## config.mk

```make
export PLATFORM = sky130hd
export DESIGN_NAME = pipe_stage_reg
export DESIGN_NICKNAME = d
export VERILOG_FILES = /design/src/rtl/pipe_stage_reg.sv
export SDC_FILE = /design/constraint.sdc
export NUM_CORES = 1
export LEC_CHECK = 0
export CAP_MARGIN = 20
export CORE_ASPECT_RATIO = 0.7
export CORE_MARGIN = 2
export CORE_UTILIZATION = 45
export DETAILED_ROUTE_END_ITERATION = 16
export GPL_TIMING_DRIVEN = 0
export MAX_ROUTING_LAYER = met4
export PLACE_DENSITY = 0.87
export SLEW_MARGIN = 20
export SYNTH_ARGS = -nofsm -noshare
export SYNTH_HDL_FRONTEND = slang
export SYNTH_SLANG_ARGS = --single-unit
```

## constraint.sdc

```tcl
create_clock -name clk -period 10.8 [get_ports clk]
set_input_delay 3.24 -clock clk [delete_from_list [all_inputs] [get_ports clk]]
set_output_delay 3.24 -clock clk [all_outputs]
set_load 0.03 [all_outputs]
```

## src/rtl/pipe_stage_reg.sv

```systemverilog
// Pipeline boundary register with valid/ready handshake, synchronous flush and an
// optional 2-entry skid buffer that makes in_ready a registered signal.
module pipe_stage_reg #(
    parameter int DATA_W   = 32,
    parameter int NUM_DATA = 4,
    parameter int CTRL_W   = 9,
    parameter int RD_W     = 5,
    parameter int SKID     = 1
) (
    input  logic                       clk,
    input  logic                       reset,
    input  logic                       flush,
    input  logic                       in_valid,
    output logic                       in_ready,
    input  logic [NUM_DATA*DATA_W-1:0] in_data,
    input  logic [CTRL_W-1:0]          in_ctrl,
    input  logic [RD_W-1:0]            in_rd,
    output logic                       out_valid,
    input  logic                       out_ready,
    output logic [NUM_DATA*DATA_W-1:0] out_data,
    output logic [CTRL_W-1:0]          out_ctrl,
    output logic [RD_W-1:0]            out_rd,
    output logic [1:0]                 occupancy
);

    localparam int DW = NUM_DATA * DATA_W;

    // Encoding doubles as the occupancy count.
    typedef enum logic [1:0] {
        EMPTY = 2'd0,
        ONE   = 2'd1,
        FULL2 = 2'd2
    } state_t;

    state_t              state_q, state_d;
    logic [DW-1:0]       main_data_q, main_data_d;
    logic [CTRL_W-1:0]   main_ctrl_q, main_ctrl_d;
    logic [RD_W-1:0]     main_rd_q, main_rd_d;
    logic [DW-1:0]       skid_data_q, skid_data_d;
    logic [CTRL_W-1:0]   skid_ctrl_q, skid_ctrl_d;
    logic [RD_W-1:0]     skid_rd_q, skid_rd_d;
    logic                in_fire;
    logic                out_fire;

    assign out_valid = (state_q != EMPTY);
    assign in_ready  = (SKID != 0) ? (state_q != FULL2) : (!out_valid || out_ready);
    assign in_fire   = in_valid && in_ready;
    assign out_fire  = out_valid && out_ready;

    assign out_data  = main_data_q;
    assign out_rd    = main_rd_q;
    // A bubble must never look like a write or a branch downstream.
    assign out_ctrl  = out_valid ? main_ctrl_q : '0;
    assign occupancy = state_q;

    always_comb begin
        // NOTE: every variable gets a hold default first so no path can infer a latch.
        state_d     = state_q;
        main_data_d = main_data_q;
        main_ctrl_d = main_ctrl_q;
        main_rd_d   = main_rd_q;
        skid_data_d = skid_data_q;
        skid_ctrl_d = skid_ctrl_q;
        skid_rd_d   = skid_rd_q;

        if (flush) begin
            state_d = EMPTY;
        end else begin
            unique case (state_q)
                EMPTY: begin
                    if (in_fire) begin
                        main_data_d = in_data;
                        main_ctrl_d = in_ctrl;
                        main_rd_d   = in_rd;
                        state_d     = ONE;
                    end
                end
                ONE: begin
                    if (in_fire && out_fire) begin
                        main_data_d = in_data;
                        main_ctrl_d = in_ctrl;
                        main_rd_d   = in_rd;
                    end else if (in_fire && (SKID != 0)) begin
                        // Main is stalled; the newcomer waits behind it so order is kept.
                        skid_data_d = in_data;
                        skid_ctrl_d = in_ctrl;
                        skid_rd_d   = in_rd;
                        state_d     = FULL2;
                    end else if (out_fire) begin
                        state_d = EMPTY;
                    end
                end
                FULL2: begin
                    if (out_fire) begin
                        main_data_d = skid_data_q;
                        main_ctrl_d = skid_ctrl_q;
                        main_rd_d   = skid_rd_q;
                        state_d     = ONE;
                    end
                end
                default: state_d = EMPTY;
            endcase
        end
    end

    // NOTE: payload registers are reset too, so outputs read 0 and no stale entry survives reset.
    always_ff @(posedge clk or posedge reset) begin
        if (reset) begin
            state_q     <= EMPTY;
            main_data_q <= '0;
            main_ctrl_q <= '0;
            main_rd_q   <= '0;
            skid_data_q <= '0;
            skid_ctrl_q <= '0;
            skid_rd_q   <= '0;
        end else begin
            // NOTE: non-blocking assignments so every flop samples pre-edge values.
            state_q     <= state_d;
            main_data_q <= main_data_d;
            main_ctrl_q <= main_ctrl_d;
            main_rd_q   <= main_rd_d;
            skid_data_q <= skid_data_d;
            skid_ctrl_q <= skid_ctrl_d;
            skid_rd_q   <= skid_rd_d;
        end
    end

endmodule

```

==> results.yml <==
setup_path:
  end_kind: "output port"
  required_ps: 7560
  criticalPathCategory: "register to output port"
  startpoint_type: "register"
  critPathMaxFanout: 10
  cp_data_arrival_time_ps: 2610
sta:
  skew_ps: 26.9
  relSlewSlack: 0.403
  max_freq_mhz: 171
  setup_viol: 0
  final_max_slew_viol_count: 0
  post-route-period-util: 0.542
  timing.final.ws_setup_ps: 4950
  setup_tns_ps: 0
  rsz0062_at_grt: "no"
  hold_viol: 0
  tightest_slew_ps: 891
  fin_crit_ps: 5850
yosys:
  syn_nets: 932
  syn_inst: 785
  ys_ff_latch: 286
  ys_types: 20
  synth.yosys.seq_area_share: 0.579
  avgSynthCellArea_um2: 15.7
  syn_area_mm2: 0.0124
  yosys_warnings: 0
clock_network:
  numCtsBuffers: 28
  cts_hold_buf: 0
  ctsLongestPathBuffers: 3
  cts_resized: 0
  clk_latency_ps: 560
  cts-htree-levels: 1
  root_buffer: "clkbuf_16"
  post_cts_buffers: 0
  path_clk_slew_ps: 60
  cts_tree: "yes"
  cts.sinks: 286
cells_and_area:
  area_growth_pct: 36.3
  drive_above_1_share: 0.433
  layout_commonest_cell: "mux2_2"
  final_cell_mix: "402 x mux2_2, 292 x clkdlybuf4s50_1, 286 x dfrtp_1"
  layout.nets: 1264
  n_fill_cell: 1956
detailed_routing:
  viasPerCell: 5.11
  drt-pass1-iter-count: 6
  drtIter0Drc: 250
  routed_wl_mm: 29.9
  routedWlPerCell_um: 20.0
  vias: 7657
  drc: 0
  ant_nets: 0
power_and_ir_drop:
  peakVddDrop_uv: 142
  p_per_area_mw_per_mm2: 198
  p_leak_nw: 7.06
die:
  die_w_um: 202
  rows: 50
  ios: 293
  fp.dieArea_mm2: 0.0288
  core-area_mm2: 0.0268
  initial_core_util: 0.461
  die_h_um: 143
place:
  place_congestion: 0.770
  hpwl_mm: 21.8
  port_buffers: 292
  dp_slack_ps: 4940
global_routing:
  overflow: 0
  grt_pass1_vias: 8304
  grt_pass1_wl_mm: 46.8
  antenna_found_initial: 1
  grt_max_degree: 34
  track_usage: 0.215
run:
  maxCapViolCount: 0
min_path:
  hold_class: "register to register"
outcome:
  outcome: "completed"
-- Yosys cell counts --
library cell    n  area [um^2]
mux2i_1         1         10.0
buf_4           5         37.5
nor2b_2         1         8.76
nor3_1          1         5.00
nand3_1         1         5.00
inv_1           2         7.51
nand2_1         1         3.75
buf_2          28          140
or3b_2          1         8.76
nand4bb_1       1         11.3
mux2_2        402         4530
clkbuf_1       13         48.8
a21oi_1         2         10.0
nor2b_1        10         62.6
nor2_1          3         11.3
o21ba_2         1         10.0
dfrtp_1       286         7160
mux2_1         24          270
o31ai_4         1         21.3
inv_2           1         3.75
-- final cells by class --
type	count	area, um^2	area share
multi-input cells	450	4960	0.295
repair buffers	302	3150	0.187
clock inverters	3	21.3	0.00126
flip-flops and latches	286	7160	0.425
plain buffers	46	226	0.0134
clock buffers	44	862	0.0512
diodes	1	2.50	0.000149
inverters	3	15.0	0.000891
well taps	364	455	0.0270
-- kinds of logic (layout without fill, tap and decap cells) --
kind of cell / after synthesis / in the layout / share of synthesized area
compound gates: 4 / 4 / 0.00334
flops: 286 / 286 / 0.579
mux: 427 / 427 / 0.389
simple gates: 19 / 19 / 0.00941
other cells: 0 / 1 / 0
buf+inv: 49 / 398 / 0.0192
-- stage by stage --
stage,hold slack (ps),util,cell area [um^2],std cells,power (mW)
4_1_cts,497,0.628,16800,1498,3.36
6_report,491,0.628,16800,1499,3.33
2_1_floorplan,450,-,12400,785,1.99
3_3_place_gp,462,0.587,15700,1441,2.35
5_1_grt,514,0.628,16800,1499,3.48
3_5_place_dp,481,0.595,16000,1451,2.40
-- where the power goes --
group | switching [mW] | total (mW) | internal (mW)
registers | 0.131 | 1.47 | 1.33
logic | 0.435 | 0.910 | 0.474
clock network | 0.409 | 0.952 | 0.543
-- metal layers --
metal / global-route usage / vias to the layer above / part of all wire
li1: - / 3483 / -
met1: 0.273 / 3925 / 0.44
met2: 0.338 / 202 / 0.46
met3: 0.0634 / 47 / 0.070
met4: 0.0580 / 0 / 0.023
met5: - / - / 0
-- final timing paths --
kind                            slack, ps    startpoint               to  cells past startpoint
worst min register to register        490  out_data[56]     out_data[56]                      1
min in group asynchronous            3150         reset     out_data[66]                      2
max in group asynchronous            6580         reset   skid_data_q[0]                      5
worst min-delay path                  490  out_data[56]     out_data[56]                      1
worst max register to register       8420  occupancy[1]  skid_data_q[97]                      5
worst max-delay path                 4950  occupancy[1]         in_ready                      5
-- flip-flops by register name (all words and copies together) (netlist names) --
signal and flops:
skid_data_q 128, skid_rd_q 5, occupancy 2, skid_ctrl_q 9, main_ctrl_q 9, out_rd 5, out_data 128
-- critical path: stages (launching register included) --
cell	delay, ps
dfrtp_1	460
nor2b_2	190
buf_4	200
inv_2	160
buf_2	300
clkdlybuf4s50_1	750
No activity file was read; power rests on OpenSTA's default activity.
